==> config.mk <==
export PLATFORM = sky130hd
export DESIGN_NAME = sysarray_feeder
export DESIGN_NICKNAME = d
export VERILOG_FILES = /design/src/rtl/sysarray_pkg.sv /design/src/rtl/sysarray_feeder_skew_line.sv /design/src/rtl/sysarray_feeder.sv
export SDC_FILE = /design/constraint.sdc
export NUM_CORES = 1
export LEC_CHECK = 0
export CAP_MARGIN = 20
export CORE_ASPECT_RATIO = 2
export CORE_MARGIN = 1.5
export CORE_UTILIZATION = 40
export CTS_CLUSTER_DIAMETER = 120
export DETAILED_ROUTE_END_ITERATION = 8
export HOLD_SLACK_MARGIN = 0.1
export PLACE_DENSITY_LB_ADDON = 0.1
export SYNTH_ARGS = -nofsm -noshare
export SYNTH_HDL_FRONTEND = slang
export SYNTH_SLANG_ARGS = --single-unit
==> constraint.sdc <==
create_clock -name clk -period 1.5 [get_ports clk]
set_input_delay 0.225 -clock clk [delete_from_list [all_inputs] [get_ports clk]]
set_output_delay 0.225 -clock clk [all_outputs]
set_load 0.02 [all_outputs]
==> src/rtl/sysarray_pkg.sv <==
// Shared constants and FSM state encoding for the 3x3 systolic-array operand feeder.
package sysarray_pkg;

    localparam int N             = 3;
    localparam int A_W_DEF       = 8;
    localparam int B_W_DEF       = 8;
    localparam int K_MAX_DEF     = 16;
    localparam int DRAIN_CYC_DEF = 6;

    typedef enum logic [2:0] {
        ST_IDLE  = 3'd0,
        ST_CLEAR = 3'd1,
        ST_FEED  = 3'd2,
        ST_DRAIN = 3'd3,
        ST_DONE  = 3'd4
    } state_e;

endpackage

==> src/rtl/sysarray_feeder_skew_line.sv <==
// skew_line: DEPTH-stage shift register for one feeder lane.
// Stage 0 takes din every cycle. Later stages shift every cycle.
// rst or flush zeroes every stage.
module skew_line #(
    parameter int DEPTH = 1,
    parameter int WIDTH = 8
) (
    input  logic             clk,
    input  logic             rst,
    input  logic             flush,
    input  logic [WIDTH-1:0] din,
    output logic [WIDTH-1:0] dout
);

    logic [WIDTH-1:0] stage_r [DEPTH];

    // Shift the lane one stage per cycle; reset and flush empty the whole line
    always_ff @(posedge clk) begin
        if (rst || flush) begin
            for (int i = 0; i < DEPTH; i++) begin
                stage_r[i] <= {WIDTH{1'b0}};
            end
        end else begin
            stage_r[0] <= din;
            for (int i = 1; i < DEPTH; i++) begin
                stage_r[i] <= stage_r[i-1];
            end
        end
    end

    assign dout = stage_r[DEPTH-1];

endmodule

==> src/rtl/sysarray_feeder.sv <==
// sysarray_feeder: feeds A columns and B rows into a 3x3 output-stationary systolic array.
// Lane i is delayed by i cycles. A job runs IDLE -> CLEAR -> FEED -> DRAIN -> DONE.
// Optional feature: define SYSARRAY_FEEDER_STALL_CNT_EN to build the FEED stall counter.
// Without that macro, stall_cnt is tied to zero.
module sysarray_feeder
    import sysarray_pkg::*;
#(
    parameter int A_W       = A_W_DEF,
    parameter int B_W       = B_W_DEF,
    parameter int K_MAX     = K_MAX_DEF,
    parameter int DRAIN_CYC = DRAIN_CYC_DEF
) (
    input  logic                  clk,
    input  logic                  rst,
    input  logic                  start,
    input  logic                  in_valid,
    output logic                  in_ready,
    input  logic signed [A_W-1:0] a_col [0:N-1],
    input  logic signed [B_W-1:0] b_row [0:N-1],
    input  logic                  in_last,
    output logic signed [A_W-1:0] left  [0:N-1],
    output logic signed [B_W-1:0] top   [0:N-1],
    output logic                  clr,
    output logic                  busy,
    output logic                  done,
    output logic                  err_ovf,
    output logic [15:0]           stall_cnt
);

    localparam int CNT_W = $clog2(K_MAX + 1);
    localparam int DR_W  = $clog2(DRAIN_CYC + 1);
    localparam logic [CNT_W-1:0] LAST_BEAT  = CNT_W'(K_MAX - 1);
    localparam logic [DR_W-1:0]  DRAIN_LAST = DR_W'(DRAIN_CYC - 1);

    state_e           state_r, next_s;
    logic [CNT_W-1:0] beat_cnt_r;
    logic [DR_W-1:0]  drain_cnt_r;
    logic             in_ready_r, clr_r, busy_r, done_r, err_ovf_r;
    logic             accept_s, cap_hit_s, last_beat_s, flush_s;
    logic [A_W-1:0]   a_in_s [N];
    logic [B_W-1:0]   b_in_s [N];

    // in_ready_r is high exactly while the FSM is in FEED.
    assign accept_s    = in_valid && in_ready_r;
    assign cap_hit_s   = (beat_cnt_r == LAST_BEAT);
    assign last_beat_s = in_last || cap_hit_s;

    // Next-state decode for the job sequencer
    always_comb begin
        next_s = state_r;
        case (state_r)
            ST_IDLE: begin
                if (start) next_s = ST_CLEAR;
                else       next_s = ST_IDLE;
            end
            ST_CLEAR: next_s = ST_FEED;
            ST_FEED: begin
                if (accept_s && last_beat_s) next_s = ST_DRAIN;
                else                         next_s = ST_FEED;
            end
            ST_DRAIN: begin
                if (drain_cnt_r == DRAIN_LAST) next_s = ST_DRAIN == ST_DRAIN ? ST_DONE : ST_DONE;
                else                           next_s = ST_DRAIN;
            end
            ST_DONE: next_s = ST_IDLE;
            default: next_s = ST_IDLE;
        endcase
    end

    // State register plus control outputs registered from the next state
    always_ff @(posedge clk) begin
        if (rst) begin
            state_r    <= ST_IDLE;
            clr_r      <= 1'b0;
            in_ready_r <= 1'b0;
            busy_r     <= 1'b0;
            done_r     <= 1'b0;
        end else begin
            state_r    <= next_s;
            clr_r      <= (next_s == ST_CLEAR);
            in_ready_r <= (next_s == ST_FEED);
            busy_r     <= (next_s != ST_IDLE);
            done_r     <= (next_s == ST_DONE);
        end
    end

    // Count accepted beats per job and flag a job that hits K_MAX without in_last
    always_ff @(posedge clk) begin
        if (rst) begin
            beat_cnt_r <= {CNT_W{1'b0}};
            err_ovf_r  <= 1'b0;
        end else if (state_r == ST_CLEAR) begin
            beat_cnt_r <= {CNT_W{1'b0}};
            err_ovf_r  <= 1'b0;
        end else if (accept_s) begin
            beat_cnt_r <= beat_cnt_r + CNT_W'(1);
            err_ovf_r  <= err_ovf_r | (cap_hit_s & ~in_last);
        end else begin
            beat_cnt_r <= beat_cnt_r;
            err_ovf_r  <= err_ovf_r;
        end
    end

    // Time the drain window so the last beat crosses the whole array before DONE
    always_ff @(posedge clk) begin
        if (rst) begin
            drain_cnt_r <= {DR_W{1'b0}};
        end else if (state_r == ST_DRAIN) begin
            drain_cnt_r <= drain_cnt_r + DR_W'(1);
        end else begin
            drain_cnt_r <= {DR_W{1'b0}};
        end
    end

    // Lane input mux: an accepted beat enters the line; any other cycle injects a zero bubble
    always_comb begin
        for (int i = 0; i < N; i++) begin
            if (accept_s) begin
                a_in_s[i] = a_col[i];
                b_in_s[i] = b_row[i];
            end else begin
                a_in_s[i] = {A_W{1'b0}};
                b_in_s[i] = {B_W{1'b0}};
            end
        end
    end

    // Empty the skew lines on entry to CLEAR so they hold zero for the whole CLEAR cycle.
    assign flush_s = (next_s == ST_CLEAR);

    for (genvar g = 0; g < N; g++) begin : g_lane
        skew_line #(.DEPTH(g + 1), .WIDTH(A_W)) u_a_line (
            .clk   (clk),
            .rst   (rst),
            .flush (flush_s),
            .din   (a_in_s[g]),
            .dout  (left[g])
        );
        skew_line #(.DEPTH(g + 1), .WIDTH(B_W)) u_b_line (
            .clk   (clk),
            .rst   (rst),
            .flush (flush_s),
            .din   (b_in_s[g]),
            .dout  (top[g])
        );
    end

`ifdef SYSARRAY_FEEDER_STALL_CNT_EN
    logic [15:0] stall_cnt_r;

    // Count FEED cycles without an accepted beat; saturate at all-ones
    always_ff @(posedge clk) begin
        if (rst) begin
            stall_cnt_r <= 16'h0000;
        end else if (state_r == ST_CLEAR) begin
            stall_cnt_r <= 16'h0000;
        end else if (in_ready_r && !in_valid && (stall_cnt_r != 16'hFFFF)) begin
            stall_cnt_r <= stall_cnt_r + 16'h0001;
        end else begin
            stall_cnt_r <= stall_cnt_r;
        end
    end

    assign stall_cnt = stall_cnt_r;
`else
    assign stall_cnt = 16'h0000;
`endif

    assign in_ready = in_ready_r;
    assign clr      = clr_r;
    assign busy     = busy_r;
    assign done     = done_r;
    assign err_ovf  = err_ovf_r;

endmodule

Yosys cells after proc, flatten, opt, wreduce, memory -nomap -nowiden. Memory sizes are Yosys's and may differ from the RTL's. Cells that the tools add are included.

Register bits: 16. Bits in writable memories: 96. Output and inout bits: 69. Logic and storage cells: 75. Memories kept: 6.

$add $sub $neg: 2. Eq/ne operators: 8. Multiplexer cells: 27. Bitwise logic cells: 14. Reduce and logical (&&, ||, !) cells: 10.

Memory list: g_lane[2].u_a_line.stage_r (words 3, width 8, read ports 3, clocked after Yosys merged registers in 0, wr ports 3, line sysarray_feeder_skew_line.sv:15) `logic [WIDTH-1:0] stage_r [DEPTH];`; g_lane[2].u_b_line.stage_r (words 3, width 8, read ports 3, clocked after Yosys merged registers in 0, wr ports 3, line sysarray_feeder_skew_line.sv:15); g_lane[1].u_a_line.stage_r (words 2, width 8, read ports 2, clocked after Yosys merged registers in 0, wr ports 2, line sysarray_feeder_skew_line.sv:15); g_lane[1].u_b_line.stage_r (words 2, width 8, read ports 2, clocked after Yosys merged registers in 0, wr ports 2, line sysarray_feeder_skew_line.sv:15); g_lane[0].u_a_line.stage_r (words 1, width 8, read ports 1, clocked after Yosys merged registers in 0, wr ports 1, line sysarray_feeder_skew_line.sv:15); g_lane[0].u_b_line.stage_r (words 1, width 8, read ports 1, clocked after Yosys merged registers in 0, wr ports 1, line sysarray_feeder_skew_line.sv:15).

Operator list (number): 8-bit two-way mux (18); 8-bit OR reduction (2); 3-bit one-hot mux with 4 select lines (1); 1-bit OR (11); 3-bit by 2-bit equality test with 1-bit output, second input constant (3); 1-bit two-way mux (7); 3-bit by 1-bit equality test with 1-bit output, second input constant (2); 3-bit equality test, second input constant (2); 5-bit by 1-bit adder with 5-bit output, second input constant (1); 5-bit by 4-bit equality test with 1-bit output, second input constant (1); 2-bit OR reduction (2); 3-bit by 1-bit adder with 3-bit output, second input constant (1); 3-bit logical NOT (1); 3-bit two-way mux (1); 3-bit nonzero test (1); 1-bit logical AND (2); 1-bit logical OR (2); 1-bit inverter (2); 1-bit AND (1).

Logic depth before layout (Yosys ltp). Gate-level depths: netlist of the first run.

Word-level depth: 10. Mapped depth: 6. Depth with buffers taken out: 6.

Hierarchy. A second synthesis of the first run with hierarchy kept.

Cells, all modules: 388. Area total of the unflattened synthesis: 4644.5 µm².

Modules (own cells, without submodules): skew_line at g_lane[2].u_a_line ... (times used 2, cells an instance 60, area an instance 865.8 µm², seq. area each 480.5 µm²); skew_line at g_lane[1].u_a_line ... (times used 2, cells an instance 44, area an instance 604.3 µm², seq. area each 320.3 µm²); sysarray_feeder (times used 1, cells an instance 144, area an instance 1138.6 µm², seq. area each 320.3 µm²); skew_line at g_lane[0].u_a_line ... (times used 2, cells an instance 18, area an instance 282.8 µm², seq. area each 160.2 µm²).

Least setup slack after synthesis of the first run. Ideal clock, no wire load.

Path type: reg-to-reg. Start: register beat_cnt_r[0]. End: register busy_r (netlist: busy). Arrival time: 1.357 ns. Required time: 1.365 ns. Setup slack: 0.008 ns. Stages on the path, launching flop included: 7. Buffers on the path: 0. Period minus slack after synthesis: 1.492 ns. Cells stage by stage: dfxtp_1 -> ha_1 -> and3_1 -> ha_1 -> o2111ai_1 -> nor3b_1 -> o21ai_0.

Longest elaborated chain between the ends: 6.

RTL lines: from (decl) (line sysarray_feeder.sv:36) `logic [CNT_W-1:0] beat_cnt_r;`; from (signal assigned) (line sysarray_feeder.sv:90) `beat_cnt_r <= {CNT_W{1'b0}};`; from (signal assigned) (line sysarray_feeder.sv:93) `beat_cnt_r <= {CNT_W{1'b0}};`; from (signal assigned) (line sysarray_feeder.sv:96) `beat_cnt_r <= beat_cnt_r + CNT_W'(1);`; 5-bit by 4-bit equality test with 1-bit output (line sysarray_feeder.sv:45) `assign cap_hit_s = (beat_cnt_r == LAST_BEAT);`; 1-bit logical OR (line sysarray_feeder.sv:46) `assign last_beat_s = in_last || cap_hit_s;`; 1-bit logical AND (line sysarray_feeder.sv:58) `if (accept_s && last_beat_s) next_s = ST_DRAIN;`; 1-bit two-way mux (line sysarray_feeder.sv:58); 3-bit one-hot mux with 4 select lines (line sysarray_feeder.sv:51) `case (state_r)`; 3-bit nonzero test (line sysarray_feeder.sv:82) `busy_r <= (next_s != ST_IDLE);`; to (signal assigned) (line sysarray_feeder.sv:82); to (decl) (line sysarray_feeder.sv:38) `logic in_ready_r, clr_r, busy_r, done_r, err_ovf_r;`.

Every way passes these cells. A chain may end at the register's enable or synchronous reset.

Worst setup path in the final report of the first run. Same ends and word-level chain as after synthesis.

==> results of run 1 <==
[layout make-up]
type                    count  area [µm²]
inverters                   4        15.0
clock inverters             5        56.3
fillers                   792        4000
repair buffers            117        1190
flip-flops and latches    112        2240
clock buffers              11         233
multi-input cells         158        1030
well taps                 102         128
[placed cells by master (no fill, tap or decap), drive strengths merged, types with 4 or more instances in the layout]
master	n
nor2	17
and2	49
clkbuf	11
clkdlybuf4s50	68
dfxtp	112
dlygate4sd2	16
ha	4
nand2	4
buf	12
inv	5
dlymetal6s2s	21
conb	16
and3	49
[kinds of logic after synthesis]
group | after synthesis | synth area share, %
xor+xnor | 4 | 0.968
fa+ha+maj | 4 | 1.38
other cells | 1 | 0.104
compound gates | 7 | 1.28
simple gates | 126 | 20.9
flops | 112 | 62.0
mux | 1 | 0.277
buf+inv | 68 | 13.1
[registers in the layout, indices dropped and copies added, names as in the netlist]
signal                   count
in_ready                     1
busy                         1
clr                          1
g_lane.u_a_line.stage_r     48
err_ovf                      1
beat_cnt_r                   5
done                         1
g_lane.u_b_line.stage_r     48
drain_cnt_r                  3
state_r                      3
[power by group through the flow]
stage	Sequential (µW)	Combinational, µW	Clock, µW
2_1_floorplan	3100	190	0
3_3_place_gp	3090	361	0
3_5_place_dp	3090	364	0
4_1_cts	3020	365	2370
5_1_grt	3020	407	2480
6_report	3020	375	2290
[per-stage QoR]
step                hold WS (ns)  std cells  utilization [%]
finish                     0.426        509             55.0
global route               0.435        509             55.0
global placement           0.407        492             50.6
CTS                        0.425        508             53.7
detailed placement         0.410        492             50.6
floorplan                  0.294        338                -
[what timing repair did]
item	CTS	global route
pin swaps	1	2
gates resized for setup	19	33
hold endpoints to repair	0	0
buffers inserted	0	1
endpoints found under the setup margin	18	23
hold buffers	0	0
[layer usage]
layer	routed length (µm)	GRT usage (%)	vias to the layer above
met2	3580	23.8	77
met3	331	4.02	18
met1	2290	13.5	1033
met4	248	8.87	0
li1	-	-	1126
met5	0	0	-
[path summary, 6_finish.rpt]
| kind | slack [ns] | from | cells past startpoint | to |
|---|---|---|---|---|
| worst max-delay path | 0.005 | beat_cnt_r[0]$_SDFFE_PP0N_ | 6 | busy$_SDFF_PP0_ |
| worst min-delay path | 0.43 | g_lane[2].u_b_line.stage_r[0][11]$_SDFF_PP0_ | 1 | g_lane[2].u_b_line.stage_r[0][19]$_SDFF_PP0_ |
| worst max register to register | 0.005 | beat_cnt_r[0]$_SDFFE_PP0N_ | 6 | busy$_SDFF_PP0_ |
| worst min register to register | 0.43 | g_lane[2].u_b_line.stage_r[0][11]$_SDFF_PP0_ | 1 | g_lane[2].u_b_line.stage_r[0][19]$_SDFF_PP0_ |
[worst reg2reg max path, stage by stage (launching register included)]
cell,delay (ns)
dfxtp_2,0.34
ha_4,0.16
and3_4,0.18
ha_4,0.16
o2111ai_4,0.20
nor3b_4,0.24
o21ai_1,0.09
==> results.json, run 1 <==
{
  "core_mm2": 0.00889,
  "status": "complete, no violations",
  "min_period_ns": 1.50,
  "die_h_um": 138,
  "crit_chain": "ha_4, and3_4, ha_4, o2111ai_4, nor3b_4, o21ai_1",
  "start_kind": "register",
  "portBuffers": 105,
  "antenna-diode-count": 0,
  "power.leakage_uw": 0.00258,
  "areaGrowthSynthToFinish_pct": 35.2,
  "drt-total-wl_um": 6450,
  "required_ns": 1.71,
  "path_buf_inv": 0,
  "drt_iter0_markers": 121,
  "grt_pass1_wl_um": 9930,
  "cts_tree": "built",
  "dp_hpwl_um": 4510,
  "grt_pass1_vias": 2097,
  "die_width_um": 70.3,
  "p_int_uw": 4500,
  "die_area_mm2": 0.00966,
  "timing.critical_path.max_delay_family": "simple AND/OR/NAND/NOR gates",
  "p_per_area_mw_per_mm2": 1160,
  "syn_avg_cell_area_um2": 11.2,
  "design_area_mm2": 0.00489,
  "yosysMostFrequentCell": "dfxtp_1",
  "netlist_instances": 323,
  "place_ws_ns": -0.0986,
  "crit_path_end_kind": "register",
  "worstSetupPathType": "register to register",
  "synth.yosys.seq_area_share_pct": 62.0,
  "io_pins": 122,
  "cpMostUsedCell": "ha_4",
  "antenna_found_initial": 0,
  "yosysTopAreaCell": "dfxtp_1",
  "clk_path_buf_depth": 2,
  "first_pass_iters": 4,
  "final_antenna_net_count": 0,
  "setup_viol": 0,
  "cap_violations": 0,
  "h-tree-depth": 3,
  "viasPerCell": 4.43,
  "clock_latency_ns": 0.34,
  "cp_slowest_cell": "dfxtp_2",
  "arrival_ns": 1.70,
  "ys.flop_type": "dfxtp_1",
  "start_util_pct": 40.7,
  "num_rows": 49,
  "synth_area_mm2": 0.00362,
  "wl_per_cell_um": 12.7,
  "rsz0062_at_grt": "true",
  "fin_crit_sh_pct": 99.7,
  "report.final.slew_viol_count": 0,
  "grt_overflow_total": 0,
  "dpl_cell_area_mm2": 0.00449,
  "layout_setup_ws_ns": 0.00460,
  "clockRootBuffer": "clkbuf_16",
  "ys_async_sr_fraction_pct": 0,
  "ys_ff_latch": 112,
  "drive_above_1_share_pct": 8.85,
  "peakVddDrop_v": 0.000743,
  "grt_max_degree": 66,
  "numCtsBuffers": 9,
  "track_usage_pct": 13.5,
  "yosysWarnings": 0,
  "synth_cell_types": 28,
  "hp-class": "register to register",
  "combPwrFrac_pct": 6.6,
  "clk_pin_slew_ns": 0.07,
  "clkPwrFrac_pct": 40.3,
  "max_stage_delay_ns": 0.34,
  "p_total_uw": 5690,
  "cts.sinks": 112,
  "switching_share_pct": 21.0,
  "setup_tns_ns": 0,
  "synth_edf_count": 0,
  "nNetsFinal": 459,
  "netlist_top_cells_area": "dfxtp_1 62%, buf_4 10%, and2_1 8.5%",
  "synth_common_cells": "112 x dfxtp_1, 49 x and2_1, 49 x and3_1",
  "cp_max_fo": 2,
  "fin_worst_skew_ns": 0.00390,
  "max_clock_freq_mhz": 669,
  "seq_power_share_pct": 53.1,
  "route.detailed.drc": 0,
  "synth_top_area_share_pct": 62.0,
  "p_switching_uw": 1190,
  "hold_violations": 0,
  "gp_congestion": 0.791,
  "vias": 2254
}
Power figures use the tool's default switching activity.
==> inputs of run 2 (changes only) <==
ABC_CLOCK_PERIOD_IN_PS = 1500   (was default)
SKIP_LAST_GASP = 1   (was default)
TNS_END_PERCENT = 100   (was default)
==> results of run 2 <==
The final DEF is identical to that of run 1; final timing and power are the same.
==> inputs of run 3 (changes only) <==
GPL_ROUTABILITY_DRIVEN = 0   (was default)
==> results of run 3 <==
The final DEF is identical to that of run 1; final timing and power are the same.
